## src/rtl/wb_master_pkg.sv

```systemverilog
// ----------------------------------------------------------------------------
// wb_master_pkg
// Shared definitions for the single-outstanding Wishbone classic initiator:
//   - default bus widths used by the northbridge responders
//   - state encoding of the master FSM (IDLE / BUS / RSP)
//   - timer_width(): smallest counter width able to hold a TIMEOUT value
// ----------------------------------------------------------------------------
package wb_master_pkg;

    localparam int unsigned DEF_ADR_W = 36;
    localparam int unsigned DEF_DAT_W = 32;

    // Master FSM states, kept as plain constants for older tool flows.
    typedef logic [1:0] state_t;
    localparam state_t ST_IDLE = 2'd0;
    localparam state_t ST_BUS  = 2'd1;
    localparam state_t ST_RSP  = 2'd2;

    // Minimum number of bits needed to represent 'timeout' (at least 1).
    function automatic int unsigned timer_width(input int unsigned timeout);
        int unsigned w;
        w = 32'd1;
        for (int unsigned i = 32'd1; i < 32'd32; i++) begin
            if ((64'd1 << i) <= 64'(timeout)) begin
                w = i + 32'd1;
            end else begin
                w = w;
            end
        end
        return w;
    endfunction

endpackage

```

## src/rtl/wb_master_timer.sv

```systemverilog
// ----------------------------------------------------------------------------
// wb_master_timer
// Saturating strobe-age counter for the Wishbone master.
//   clk_i      system clock
//   rst_i      synchronous active-high reset
//   clear_i    force the count back to zero (has priority over enable_i)
//   enable_i   advance the count by one this cycle
//   expired_o  high while the count equals TIMEOUT-1
// With TIMEOUT = 0 the counter never advances and expired_o stays low.
// ----------------------------------------------------------------------------
module wb_master_timer
    import wb_master_pkg::*;
#(
    parameter int unsigned TIMEOUT = 255
) (
    input  logic clk_i,
    input  logic rst_i,
    input  logic clear_i,
    input  logic enable_i,
    output logic expired_o
);

    localparam int unsigned TW = timer_width(TIMEOUT);
    localparam logic        TO_ON = (TIMEOUT != 32'd0);
    // TIMEOUT-1 only matters when the timer is enabled, so zero is safe otherwise.
    localparam logic [TW-1:0] LAST = TO_ON ? TW'(TIMEOUT - 32'd1) : {TW{1'b0}};
    localparam logic [TW-1:0] SAT  = TW'(TIMEOUT);

    logic [TW-1:0] count_q;
    logic [TW-1:0] count_d;

    // Next count: clear wins, then a saturating increment.
    always_comb begin
        count_d = count_q;
        if (clear_i) begin
            count_d = {TW{1'b0}};
        end else if (enable_i && TO_ON && (count_q != SAT)) begin
            count_d = count_q + {{(TW-1){1'b0}}, 1'b1};
        end else begin
            count_d = count_q;
        end
    end

    // Count register.
    always_ff @(posedge clk_i) begin
        if (rst_i) begin
            count_q <= {TW{1'b0}};
        end else begin
            count_q <= count_d;
        end
    end

    assign expired_o = TO_ON && (count_q == LAST);

endmodule

```

## src/rtl/wb_simple_master.sv

```systemverilog
// ----------------------------------------------------------------------------
// wb_simple_master
// Single-outstanding Wishbone classic-cycle initiator. One command in, one
// bus cycle out, one response back; no overlap between them.
//   clk, rst                    clock and synchronous active-high reset
//   cmd_valid/cmd_ready         command handshake (ready only when idle)
//   cmd_we/adr/dat/sel          command payload
//   rsp_valid/rsp_ready         response handshake
//   rsp_dat/rsp_err             read data (0 for writes/errors), timeout flag
//   wb_*                        Wishbone classic initiator port
// All bus and response outputs come straight from registers.
// ----------------------------------------------------------------------------
module wb_simple_master
    import wb_master_pkg::*;
#(
    parameter int unsigned TIMEOUT = 255,
    parameter int unsigned ADR_W   = DEF_ADR_W,
    parameter int unsigned DAT_W   = DEF_DAT_W
) (
    input  logic               clk,
    input  logic               rst,
    input  logic               cmd_valid,
    output logic               cmd_ready,
    input  logic               cmd_we,
    input  logic [ADR_W-1:0]   cmd_adr,
    input  logic [DAT_W-1:0]   cmd_dat,
    input  logic [DAT_W/8-1:0] cmd_sel,
    output logic               rsp_valid,
    input  logic               rsp_ready,
    output logic [DAT_W-1:0]   rsp_dat,
    output logic               rsp_err,
    output logic [ADR_W-1:0]   wb_adr_o,
    output logic [DAT_W-1:0]   wb_dat_o,
    input  logic [DAT_W-1:0]   wb_dat_i,
    output logic               wb_we_o,
    output logic [DAT_W/8-1:0] wb_sel_o,
    output logic               wb_stb_o,
    output logic               wb_cyc_o,
    input  logic               wb_ack_i
);

    localparam int unsigned SEL_W = DAT_W / 8;

    state_t             state_q,     state_d;
    logic               bus_q,       bus_d;      // drives both cyc and stb
    logic               we_q,        we_d;
    logic [ADR_W-1:0]   adr_q,       adr_d;
    logic [DAT_W-1:0]   dat_q,       dat_d;
    logic [SEL_W-1:0]   sel_q,       sel_d;
    logic               rsp_valid_q, rsp_valid_d;
    logic [DAT_W-1:0]   rsp_dat_q,   rsp_dat_d;
    logic               rsp_err_q,   rsp_err_d;

    logic               timer_expired;
    logic               timer_clear;
    logic               timer_enable;

    // The timer only runs while a strobe is outstanding; any other state rearms it.
    assign timer_clear  = (state_q != ST_BUS);
    assign timer_enable = (state_q == ST_BUS);

    wb_master_timer #(
        .TIMEOUT (TIMEOUT)
    ) u_timer (
        .clk_i     (clk),
        .rst_i     (rst),
        .clear_i   (timer_clear),
        .enable_i  (timer_enable),
        .expired_o (timer_expired)
    );

    // FSM next-state and output-register next values.
    always_comb begin
        state_d     = state_q;
        bus_d       = bus_q;
        we_d        = we_q;
        adr_d       = adr_q;
        dat_d       = dat_q;
        sel_d       = sel_q;
        rsp_valid_d = rsp_valid_q;
        rsp_dat_d   = rsp_dat_q;
        rsp_err_d   = rsp_err_q;
        case (state_q)
            ST_IDLE: begin
                // cmd_ready is high in IDLE, so cmd_valid alone is the accept.
                if (cmd_valid) begin
                    we_d    = cmd_we;
                    adr_d   = cmd_adr;
                    dat_d   = cmd_dat;
                    sel_d   = cmd_sel;
                    bus_d   = 1'b1;
                    state_d = ST_BUS;
                end else begin
                    state_d = ST_IDLE;
                end
            end
            ST_BUS: begin
                // Ack is checked first so an ack on the expiry cycle is a success.
                if (wb_ack_i) begin
                    bus_d       = 1'b0;
                    we_d        = 1'b0;
                    rsp_dat_d   = we_q ? {DAT_W{1'b0}} : wb_dat_i;
                    rsp_err_d   = 1'b0;
                    rsp_valid_d = 1'b1;
                    state_d     = ST_RSP;
                end else if (timer_expired) begin
                    bus_d       = 1'b0;
                    rsp_dat_d   = {DAT_W{1'b0}};
                    rsp_err_d   = 1'b1;
                    rsp_valid_d = 1'b1;
                    state_d     = ST_RSP;
                end else begin
                    state_d = ST_BUS;
                end
            end
            ST_RSP: begin
                // rsp_dat/rsp_err deliberately keep their values after the handshake.
                if (rsp_ready) begin
                    rsp_valid_d = 1'b0;
                    state_d     = ST_IDLE;
                end else begin
                    state_d = ST_RSP;
                end
            end
            default: begin
                state_d     = ST_IDLE;
                bus_d       = 1'b0;
                rsp_valid_d = 1'b0;
            end
        endcase
    end

    // State and output registers.
    always_ff @(posedge clk) begin
        if (rst) begin
            state_q     <= ST_IDLE;
            bus_q       <= 1'b0;
            we_q        <= 1'b0;
            adr_q       <= {ADR_W{1'b0}};
            dat_q       <= {DAT_W{1'b0}};
            sel_q       <= {SEL_W{1'b0}};
            rsp_valid_q <= 1'b0;
            rsp_dat_q   <= {DAT_W{1'b0}};
            rsp_err_q   <= 1'b0;
        end else begin
            state_q     <= state_d;
            bus_q       <= bus_d;
            we_q        <= we_d;
            adr_q       <= adr_d;
            dat_q       <= dat_d;
            sel_q       <= sel_d;
            rsp_valid_q <= rsp_valid_d;
            rsp_dat_q   <= rsp_dat_d;
            rsp_err_q   <= rsp_err_d;
        end
    end

    assign cmd_ready = (state_q == ST_IDLE);
    assign wb_cyc_o  = bus_q;
    assign wb_stb_o  = bus_q;
    assign wb_we_o   = we_q;
    assign wb_adr_o  = adr_q;
    assign wb_dat_o  = dat_q;
    assign wb_sel_o  = sel_q;
    assign rsp_valid = rsp_valid_q;
    assign rsp_dat   = rsp_dat_q;
    assign rsp_err   = rsp_err_q;

endmodule

```

## config.mk

```make
export PLATFORM = sky130hd
export DESIGN_NAME = wb_simple_master
export DESIGN_NICKNAME = d
export VERILOG_FILES = /design/src/rtl/wb_master_pkg.sv /design/src/rtl/wb_master_timer.sv /design/src/rtl/wb_simple_master.sv
export SDC_FILE = /design/constraint.sdc
export NUM_CORES = 1
export LEC_CHECK = 0
export ABC_AREA = 1
export CAP_MARGIN = 30
export CORE_MARGIN = 3
export CORE_UTILIZATION = 36
export DETAILED_ROUTE_END_ITERATION = 10
export PLACE_DENSITY = 0.76
export SETUP_SLACK_MARGIN = 0.15
export SLEW_MARGIN = 30
export SYNTH_ARGS = -nofsm -noshare
export SYNTH_HDL_FRONTEND = slang
export SYNTH_SLANG_ARGS = --single-unit
```

## constraint.sdc

```tcl
create_clock -name clk -period 1.3 [get_ports clk]
set_clock_uncertainty 0.05 [all_clocks]
set_input_delay 0.39 -clock clk [delete_from_list [all_inputs] [get_ports clk]]
set_output_delay 0.39 -clock clk [all_outputs]
set_load 0.03 [all_outputs]
```

Yosys cells after proc, flatten, opt, wreduce, memory -nomap -nowiden --
Cells that the tools add are included. Widths: inputs -> output; s select.
Word-level totals: flip-flop bits (word level) 118, word-level logic and storage cells 52, bits of input ports 110
Cells by class: equality and inequality tests 9, mux-type cells 20, reduce and logical (&&, ||, !) cells 10, bitwise logic cells 2, add/subtract/negate cells 1
Operators with widths (number):
- $mux 32 | 3
- $mux 1 | 10
- $reduce_and 3->1 | 3
- $add 8x1->8 const B | 1
- $eq 8x8->1 const B | 1
- $ne 8x8->1 const B | 1
- $mux 2 | 3
- $ne 2x2->1 const B | 3
- $pmux 1 s3 | 2
- $pmux 2 s3 | 1
- $reduce_and 2->1 | 2
- $reduce_bool 2->1 | 2
- $ne 3x3->1 const B | 1
- $eq 2x1->1 const B | 1
- $eq 2x2->1 const B | 1
- $logic_not 2->1 | 1
- $ne 2x1->1 const B | 1
- $not 1->1 | 2
- $pmux 1 s2 | 1
- $reduce_or 2->1 | 1
- $logic_and 1x1->1 | 1

Logic depth before layout (Yosys ltp) --
Gate-level depths: netlist of run 1.
depth in word-level cells 4, depth in mapped cells 10, depth with buffers taken out 9

Hierarchy --
A second synthesis of run 1 with hierarchy kept.
Unflattened totals: cells, all modules 623, area total of the unflattened synthesis 4589.4 µm²
Modules (own cells, without submodules):
- wb_simple_master | cells each 556, seq. area each 2202.1 µm², area each 4131.5 µm², times used 1
- wb_master_timer | cells each 67, seq. area each 160.2 µm², area each 457.9 µm², times used 1

Least setup slack after synthesis of run 1 --
Ideal clock, no wire load.
path type reg-to-reg, start register state_q[0], end register dat_q[0], in the netlist wb_dat_o[0], setup slack -0.164 ns, cell stages (with the launch flop) 7, library setup time 0.116 ns, required time 1.134 ns, data arrival time 1.299 ns, period minus slack after synthesis 1.464 ns, cell sequence dfxtp_1 -> nor2_2 -> nand2_4 -> buf_6 -> clkbuf_1 -> o21ai_0 -> nor2_1
Between the ends: word-level cells in the longest chain between the ends 2
RTL lines:
- start: declaration | RTL line wb_simple_master.sv:44 | state_t state_q, state_d;
- start signal: assignment | RTL line wb_simple_master.sv:146 | state_q <= state_d;
- $logic_not 2->1
- named net cmd_ready | RTL line wb_simple_master.sv:23 | output logic cmd_ready,
- $reduce_and 2->1 (no source line)
- end signal: assignment | RTL line wb_simple_master.sv:140 | dat_q <= {DAT_W{1'b0}};
- end signal: assignment | RTL line wb_simple_master.sv:150 | dat_q <= dat_d;
- end: declaration | RTL line wb_simple_master.sv:48 | logic [DAT_W-1:0] dat_q, dat_d;
The timed path passes the listed nets, and every way through them passes these cells. A chain may end at the register's enable or synchronous reset.

Worst setup path after layout of run 1 --
start register u_timer.count_q[0], end register rsp_dat_q[21], in the netlist rsp_dat[21]
Between the ends: word-level cells in the longest chain between the ends 3
RTL lines:
- start: declaration | RTL line wb_master_timer.sv:29 | logic [TW-1:0] count_q;
- start signal: assignment | RTL line wb_master_timer.sv:47 | count_q <= {TW{1'b0}};
- start signal: assignment | RTL line wb_master_timer.sv:49 | count_q <= count_d;
- $eq 8x8->1 | RTL line wb_master_timer.sv:53 | assign expired_o = TO_ON && (count_q == LAST);
- $reduce_bool 2->1 (no source line)
- $reduce_and 2->1 (no source line)
- end signal: assignment | RTL line wb_simple_master.sv:143 | rsp_dat_q <= {DAT_W{1'b0}};
- end signal: assignment | RTL line wb_simple_master.sv:153 | rsp_dat_q <= rsp_dat_d;
- end: declaration | RTL line wb_simple_master.sv:51 | logic [DAT_W-1:0] rsp_dat_q, rsp_dat_d;
Every way passes these cells.

==> results of run 1 <==
cells by family (layout without fill, tap and decap cells):
logic type / count (synthesis) / after routing / share of synthesized area [%]
buffers and inverters: 54 / 382 / 6.54
flip-flops: 118 / 118 / 54.4
XOR/XNOR: 2 / 2 / 0.403
adder cells (fa/ha/maj): 2 / 2 / 0.576
AND/OR/NAND/NOR: 263 / 264 / 24.1
AO/OA/AOI/OAI: 121 / 121 / 14.0
path summary, 6_finish.rpt:
kind | to | slack, ns | startpoint | cells past startpoint
setup reg to reg | rsp_dat[21]$_SDFFE_PP0P_ | -0.25 | u_timer.count_q[0]$_SDFFE_PP0P_ | 11
hold / removal | rsp_err$_SDFFE_PP0P_ | 0.41 | rsp_err$_SDFFE_PP0P_ | 2
hold reg to reg | rsp_err$_SDFFE_PP0P_ | 0.41 | rsp_err$_SDFFE_PP0P_ | 2
setup / recovery | rsp_dat[21]$_SDFFE_PP0P_ | -0.25 | u_timer.count_q[0]$_SDFFE_PP0P_ | 11
cells in the mapped netlist (2+ instances only):
library cell	instances
a21oi_1	41
nor3_1	2
nand3_1	6
nand2_4	2
nand2_1	91
inv_2	2
nand2_2	3
ha_1	2
nor2_2	3
buf_6	7
inv_1	17
buf_2	7
buf_4	5
xor2_1	2
nor2_1	154
dfxtp_1	118
clkbuf_1	15
o21ai_1	9
o21ai_0	70
metrics by stage:
stage | total power (W) | util (%) | setup WS, ns
after floorplan | 0.00520 | - | 0.0312
after global placement | 0.00607 | 56.9 | -0.364
after detailed placement | 0.00612 | 56.9 | -0.405
after CTS | 0.0119 | 77.1 | -0.245
after global routing | 0.0126 | 81.4 | -0.307
final | 0.0122 | 81.4 | -0.247
repair_timing:
action | 4_1_cts | 5_1_grt
setup buffers | 37 | 26
cloned | 16 | 0
gates resized for setup | 326 | 81
setup endpoints to repair | 223 | 228
pin swaps | 10 | 15
critical path, stage by stage (launching register included):
cell     delay, ns
dfxtp_2       0.33
inv_2         0.06
ha_4          0.13
inv_2         0.04
nor2_4        0.09
nand2_2       0.10
nand2_4       0.10
nand2_8       0.10
buf_6         0.14
buf_16        0.15
nand2_4       0.07
a21oi_2       0.04
per-layer routing:
metal	wire [um]	up-vias	track usage (%)
li1	-	2440	-
met1	7170	2529	27.3
met2	11000	240	50.9
met3	1490	77	8.88
met4	797	0	10.9
met5	0	-	0
state kept, by name (all words and copies together) (netlist names):
name,flops
wb_sel_o,4
rsp_valid,1
wb_cyc_o,1
wb_we_o,1
rsp_err,1
wb_dat_o,32
wb_adr_o,36
u_timer.count_q,8
rsp_dat,32
state_q,2
power breakdown:
group          total, W  internal [W]  switching [W]
registers       0.00412       0.00392       0.000206
clock network   0.00511       0.00344        0.00167
logic           0.00296       0.00150        0.00146
total            0.0122       0.00886        0.00334
area by class of cell:
cell class / instances / area, sq um / share of cell area, %
clock buffer: 23 / 498 / 5.27
clock inverter: 9 / 145 / 1.54
inverter: 20 / 105 / 1.11
multi-input combinational: 389 / 2250 / 23.8
sequential: 118 / 2530 / 26.8
tap: 143 / 179 / 1.89
timing repair buffer: 330 / 3750 / 39.6
==> run metrics, run 1 <==
status finished, violations left; failing checks negative setup slack; endpoints failing hold 0; CTS buffer count 17; core area 11600 sq um; hpwl dp 9980 um; Chip Width 116 um; Arr. time, crit path 1.78 ns; placed cell areas 6610 sq um; Final Non-Filler Cells 1032; fin area 9450 sq um; via count 5286; IO Pins 220; number of flops mapped to enable cells by yosys 0; Vias/cell 5.12; DRC Markers 0; Unique masters post-synth 23; post-synth top area cell dfxtp_1; total of warnings raised by yosys 0; Syn Area/Cell 7.76 sq um; Max Root-Sink Buffers 2; post-synthesis sequential area ratio 54.4%; fin crit share 119%; Final ANT Viol Nets 0; Post-Synthesis Cells 560; routability cong. 0.843; Ant. Diodes 0; DRT iter0 DRCs 376; worst-path fanout max 8; Layout Nets 988; Hold-fix buffers, CTS 0; RSZ-0062 raised after global routing true; total negative slack -16.25 ns; minimum clock period 1.55 ns; Hold Slack 0.411 ns; placed insts 921; share of the synthesized area in the top cell type 54.4%; worst hold-check path type reg -> reg; Starting Density 37.4%; Leak 4.03 nW; pin count of the biggest net entering global routing 55; Slew Viols, Final 0; vias in the first global route 5340; power density over the cells 1290 nW/um^2; max_slew headroom 66.9%; DRT Pass-1 Iters 4; Overflow after GRT 0; Max IR drop VDD 0.823 mV; clk slew on worst S/H paths 0.06 ns; fillers 568; ranking of synthesized cells by area dfxtp_1 (54%), nor2_1 (13%), o21ai_0 (8.1%); CTS tree built; setup slack after layout -0.247 ns; PortBufs 219; commonest non-fill, non-tap cells in the layout nor2_1 (151), buf_6 (123), clkdlybuf4s50_1 (108), dfxtp_2 (100), buf_4 (66); Cell Area, Synth 4340 sq um; initial antenna violation count 0; wire per inst 19.8 um; Fmax achieved 646 MHz; final wirelength 20400 um; first-pass GRT wire length 27600 um; Crit Path Category reg -> reg; FF+latch count, synth 118; Worst EP required 1.53 ns; commonest non-fill, non-tap cell in the layout nor2_1; Worst-Margin Slew 0.496 ns; H-tree Lvls 4; Global Route Usage Sum 27.1%; layout cells sized above 1 52.9%; maxcap violations 0; Synth Flop Type dfxtp_1; Die Y-Extent 116 um; ys async rst share 0%; row count 39; Setup crit end kind register; post-synthesis net count 672; Root Buffer clkbuf_16; Clock Latency Late Sink 0.42 ns; final setup fails 220; Clock Sinks 118; full die area 13400 sq um; CP Launch Type register; Area Overhead vs Synth 118%
Note: power is estimated with default switching activity, not from simulation.
==> inputs of run 2 (changes only) <==
Settings changed: CORE_ASPECT_RATIO set to 0.6, CORE_MARGIN 3 to 2, CORE_UTILIZATION 36 to 43, PLACE_DENSITY 0.76 to 0.85.
Clock period 1.3 ns to 1.9 ns, I/O delays scaled along.
==> run 2 against run 1 <==
The flow now finishes without violations. Register-to-register slack gained 0.66 ns. Sequential power decreased by 33%. Die area down 18%. Cell area down 26%. Sequential cell count is the same. Via count is 17% lower. Core utilization decreased by 10 points. Setup slack improved by 0.42 ns. Critical path type is now reg -> out.
==> run metrics, run 2 (synthesis gave the netlist of run 1 again) <==
worst-path cell chain clkdlybuf4s15_1; final wirelength 12700 um (-38%); max_slew headroom 74.6% (+7.6 points); Max Root-Sink Buffers 2 (unchanged); DRT Pass-1 Iters 4 (unchanged); total power 0.00732 W (-40%); max incr delay on CP 0.39 ns (+0.06 ns); Crit Path Category reg -> out; Area Overhead vs Synth 61.7%; placed cell areas 6670 sq um (+0.85%); area of the multi-input gates 1700 sq um (-24%); FF-to-FF path depth 10 (-1); Leak 2.91 nW (-28%); hold endpoint rsp_dat[21]$_SDFFE_PP0P_; Worst-Margin Slew 0.379 ns (-0.117 ns); hold depth 2 (unchanged); setup slack, reg-to-reg 0.41 ns (+0.66 ns); hold path start rsp_dat[21]$_SDFFE_PP0P_; layout cells sized above 1 20.0% (-33 points); CP Launch Type register; Setup crit end kind output port; maxcap violations 0 (unchanged); launching point of the worst reg2reg path u_timer.count_q[0]$_SDFFE_PP0P_; pin count of the biggest net entering global routing 72 (+31%); IO Pins 220 (unchanged); fin area 7020 sq um (-26%); Starting Density 44.1% (+6.7 points); DRT iter0 DRCs 139 (-63%); fin crit share 90.8%; first-pass GRT wire length 19500 um (-29%); CP max-delay cell clkdlybuf4s15_1; Slew Viols, Final 0 (unchanged); PortBufs 219 (unchanged); Overflow after GRT 0 (unchanged); Clock Latency Late Sink 0.40 ns (-0.02 ns); Arr. time, crit path 1.10 ns (-0.68 ns); full die area 10900 sq um (-18%); RSZ-0062 raised after global routing false; power density over the cells 1040 nW/um^2 (-19%); vias in the first global route 4243 (-21%); commonest non-fill, non-tap cells in the layout nor2_1 (154), dfxtp_1 (118), clkdlybuf4s50_1 (109), nand2_1 (91), o21ai_0 (70); post-CTS setup buffers 0 (-100%); minimum clock period 1.72 ns; Ant. Diodes 0 (unchanged); Root Buffer clkbuf_16; Chip Width 134 um (+15%); status complete, no violations; Fmax achieved 580 MHz; Die Y-Extent 81.9 um (-29%); Hold-fix buffers, CTS 0 (unchanged); Vias/cell 4.73 (-7.6%); fillers 760 (+34%); Largest register FFs 36 (unchanged); DRC Markers 0 (unchanged); via count 4379 (-17%); Final ANT Viol Nets 0 (unchanged); H-tree Lvls 4 (unchanged); core area 9840 sq um (-15%); Layout Nets 890 (-9.9%); commonest non-fill, non-tap cell in the layout nor2_1; Hold Slack 0.409 ns (-0.00256 ns); initial antenna violation count 0 (unchanged); Worst EP required 1.28 ns (-0.25 ns); worst hold-check path type reg -> reg; Reg area 2360 sq um (-6.7%); clk slew on worst S/H paths 0.05 ns (about the same); endpoints failing hold 0 (unchanged); hpwl dp 9240 um (-7.4%); total negative slack 0 ns (+16.25 ns); CTS tree built; Util after Layout 71.4% (-10 points); Global Route Usage Sum 22.7% (-4.4 points); Max IR drop VDD 0.720 mV (-13%); worst-path fanout max 2 (-6); Worst path top cell family by delay buffers and inverters; final setup fails 0 (-100%); Clock Sinks 118 (unchanged); routability cong. 0.853 (+1.2%); Crit path buffers/inverters 1 (-3); CTS buffer count 17 (unchanged); wire per inst 13.8 um (-30%); reg2reg end rsp_dat[5]$_SDFFE_PP0P_; row count 28 (-28%)
[run 2: cell count changes in the layout (fill, tap and decap cells not counted), sizes merged, moves of 2 or more]
cell           before  now
buf               217   14
bufbuf              4    0
clkbuf             23   85
clkdlybuf4s15       0   48
clkinvlp            0    2
[run 2: worst max path at each step]
stage	endpoint	start	depth (start not counted)	slack, ns
finish	wb_dat_o[9]	wb_dat_o[9]$_SDFFE_PP0N_	1	0.18
global route	wb_dat_o[9]	wb_dat_o[9]$_SDFFE_PP0N_	1	0.15
CTS	wb_adr_o[33]	wb_adr_o[33]$_SDFFE_PP0N_	1	0.15
detailed placement	wb_dat_o[17]$_SDFFE_PP0N_	rst	5	0.02
global placement	wb_we_o$_SDFFE_PP0P_	rst	5	0.07
floorplan	wb_dat_o[0]$_SDFFE_PP0N_	state_q[0]$_SDFF_PP0_	6	0.44
[run 2: area by class of cell]
class,count,share of cell area [%]
inverters,20,1.09
repair buffers,233,29.9
flip-flops and latches,118,33.6
clock buffers,23,7.09
well taps,135,2.40
multi-input cells,388,24.2
clock inverters,8,1.71
[run 2: per-stage QoR]
| step | setup slack, ns | instances |
|---|---|---|
| floorplan | 0.436 | 560 |
| global placement | 0.0659 | 894 |
| detailed placement | 0.0241 | 894 |
| CTS | 0.150 | 925 |
| global route | 0.150 | 925 |
| finish | 0.175 | 925 |
[run 2: power breakdown]
group	leakage [nW]	switching [W]	internal [W]
Clock	0.301	0.00107	0.00222
Combinational	1.64	0.000756	0.000525
Sequential	0.970	0.0000931	0.00265
[run 2: routing by layer]
metal / global-route usage, % / up-vias / part of all wire [%]
met2: 40.2 / 170 / 47
met1: 24.0 / 1961 / 41
li1: - / 2219 / -
met3: 10.4 / 29 / 10
met5: 0 / - / 0
met4: 9.26 / 0 / 1.9
[run 2: what timing repair did]
action,in CTS,in global routing
hold endpoints to repair,0,0
endpoints found under the setup margin,110,63
resized for setup,259,65
==> inputs of run 3 (changes only) <==
Settings changed: CORE_MARGIN 2 to unset.
==> run 3 against run 2 <==
Cell area shrank 0.30%. Sequential power is essentially flat. Combinational power is essentially flat. Register-to-register slack lost 0.08 ns. Sequential share of layout area grew 0.10 points. Highest routed layer unchanged. Critical endpoint is now rsp_dat[11].
==> run metrics, run 3 (synthesis gave the netlist of run 1 again) <==
status complete, no violations; Vias/cell 4.91 (+3.6%); Worst path top cell family by delay buffers and inverters; CTS buffer count 17 (unchanged); Chip Width 132 um (-1.5%); switch share 26.7% (+0.50 points); sequential share of power 38.5% (+1.0 points); grt met2 use 43.8% (+3.6 points); Worst-Margin Slew 0.362 ns (-0.0171 ns); maxcap violations 0 (unchanged); power density over the cells 1020 nW/um^2 (-2.2%); Largest register FFs 36 (unchanged); commonest non-fill, non-tap cell in the layout nor2_1; fin area 7000 sq um (-0.30%); Setup crit end kind output port; initial antenna violation count 0 (unchanged); placed cell areas 6660 sq um (about the same); Max IR drop VDD 0.746 mV (+3.6%); CP max-delay cell clkdlybuf4s15_1; Ant. Diodes 0 (unchanged); minimum clock period 1.72 ns (-0.00319 ns); final setup fails 0 (unchanged); Clock Latency Late Sink 0.39 ns (about the same); CTS tree built; total negative slack 0 ns (unchanged); worst-path cell chain clkdlybuf4s15_1; Leak 2.89 nW (-0.70%); Area Overhead vs Synth 61.2%; Slew Viols, Final 0 (unchanged); Clk pwr share 43.6% (-1.4 points); Starting Density 45.8% (+1.6 points); FF-to-FF path depth 10 (unchanged); Final ANT Viol Nets 0 (unchanged); Clock Sinks 118 (unchanged); wire per inst 14.1 um (+2.2%); pin count of the biggest net entering global routing 59 (-18%); Root Buffer clkbuf_16; IO Pins 220 (unchanged); row count 27 (-3.6%); max_slew headroom 75.7% (+1.1 points); post-CTS setup buffers 0 (unchanged); DRT Pass-1 Iters 4 (unchanged); DRC Markers 0 (unchanged); worst-path fanout max 2 (unchanged); worst hold-check path type reg -> reg; Die Y-Extent 79.9 um (-2.4%); Layout Nets 889 (-0.11%); hpwl dp 9190 um (-0.56%); Global Route Usage Sum 25.0% (+2.3 points); switching power total 0.00191 W (-0.69%); Worst EP required 1.28 ns (about the same); Overflow after GRT 0 (unchanged); clk slew on worst S/H paths 0.05 ns (about the same); hold depth 2 (unchanged); Fmax achieved 581 MHz (+0.19%); grt met1 use 28.0% (+4.1 points); combinational power share 17.9% (+0.4 points); first-pass GRT wire length 20800 um (+6.6%); core area 9490 sq um (-3.6%); Hold Slack 0.410 ns (+0.00125 ns); full die area 10500 sq um (-3.9%); layout cells sized above 1 19.4% (-0.58 points); via count 4504 (+2.9%); RSZ-0062 raised after global routing false; most used routing layer met2; routability cong. 0.865 (+1.4%); total power 0.00713 W (-2.5%); Crit path buffers/inverters 1 (unchanged); DRT iter0 DRCs 193 (+39%); final wirelength 12900 um (+1.5%); number of cells on the critical path 1 (unchanged); M3 GR Usage 8.25% (-2.1 points); Arr. time, crit path 1.10 ns (about the same); PortBufs 219 (unchanged); Int Power 0.00523 W (-3.2%); vias in the first global route 4383 (+3.3%); fin crit share 90.6% (-0.17 points); commonest non-fill, non-tap cells in the layout nor2_1 (154), dfxtp_1 (118), clkdlybuf4s50_1 (109), nand2_1 (91), o21ai_0 (70); Crit Path Category reg -> out; endpoints failing hold 0 (unchanged); Max Root-Sink Buffers 2 (unchanged); Util after Layout 73.8% (+2.4 points); CP Launch Type register; max incr delay on CP 0.39 ns (about the same); H-tree Lvls 4 (unchanged)
[run 3: layout make-up]
type                    instances  area (sq um)
flip-flops and latches        118          2360
multi-input cells             388          1700
fillers                       698          2490
repair buffers                232          2120
inverters                      20          76.3
clock inverters                 8          98.8
clock buffers                  22           484
well taps                     130           163
[run 3: routing by layer]
layer  vias up  routed length (um)
li1       2216                   -
met1      2103                5360
met2       162                6420
met3        23                 923
met4         0                 223
met5         -                   0
[run 3: what timing repair did]
action                                  CTS  global route
gates resized for setup                 258            64
endpoints found under the setup margin  110            62
hold buffers                              0             0
[run 3: final timing paths]
path / from / end / slack, ns
worst min-delay path: rsp_dat[22]$_SDFFE_PP0P_ / rsp_dat[22]$_SDFFE_PP0P_ / 0.41
worst max register to register: u_timer.count_q[0]$_SDFFE_PP0P_ / rsp_dat[13]$_SDFFE_PP0P_ / 0.33
worst min register to register: rsp_dat[22]$_SDFFE_PP0P_ / rsp_dat[22]$_SDFFE_PP0P_ / 0.41
worst max-delay path: rsp_dat[11]$_SDFFE_PP0P_ / rsp_dat[11] / 0.18
[run 3: per-stage QoR]
step,instances,worst slack (ns)
floorplan,560,0.436
global placement,888,0.0954
detailed placement,888,0.0595
CTS,918,0.150
global route,918,0.151
finish,918,0.178
[run 3: power by group through the flow]
stage / Clock (W) / Sequential, W / Combinational (W)
2_1_floorplan: 0 / 0.00312 / 0.000379
3_3_place_gp: 0 / 0.00279 / 0.00137
3_5_place_dp: 0 / 0.00280 / 0.00139
4_1_cts: 0.00317 / 0.00275 / 0.00133
5_1_grt: 0.00329 / 0.00277 / 0.00137
6_report: 0.00311 / 0.00275 / 0.00128
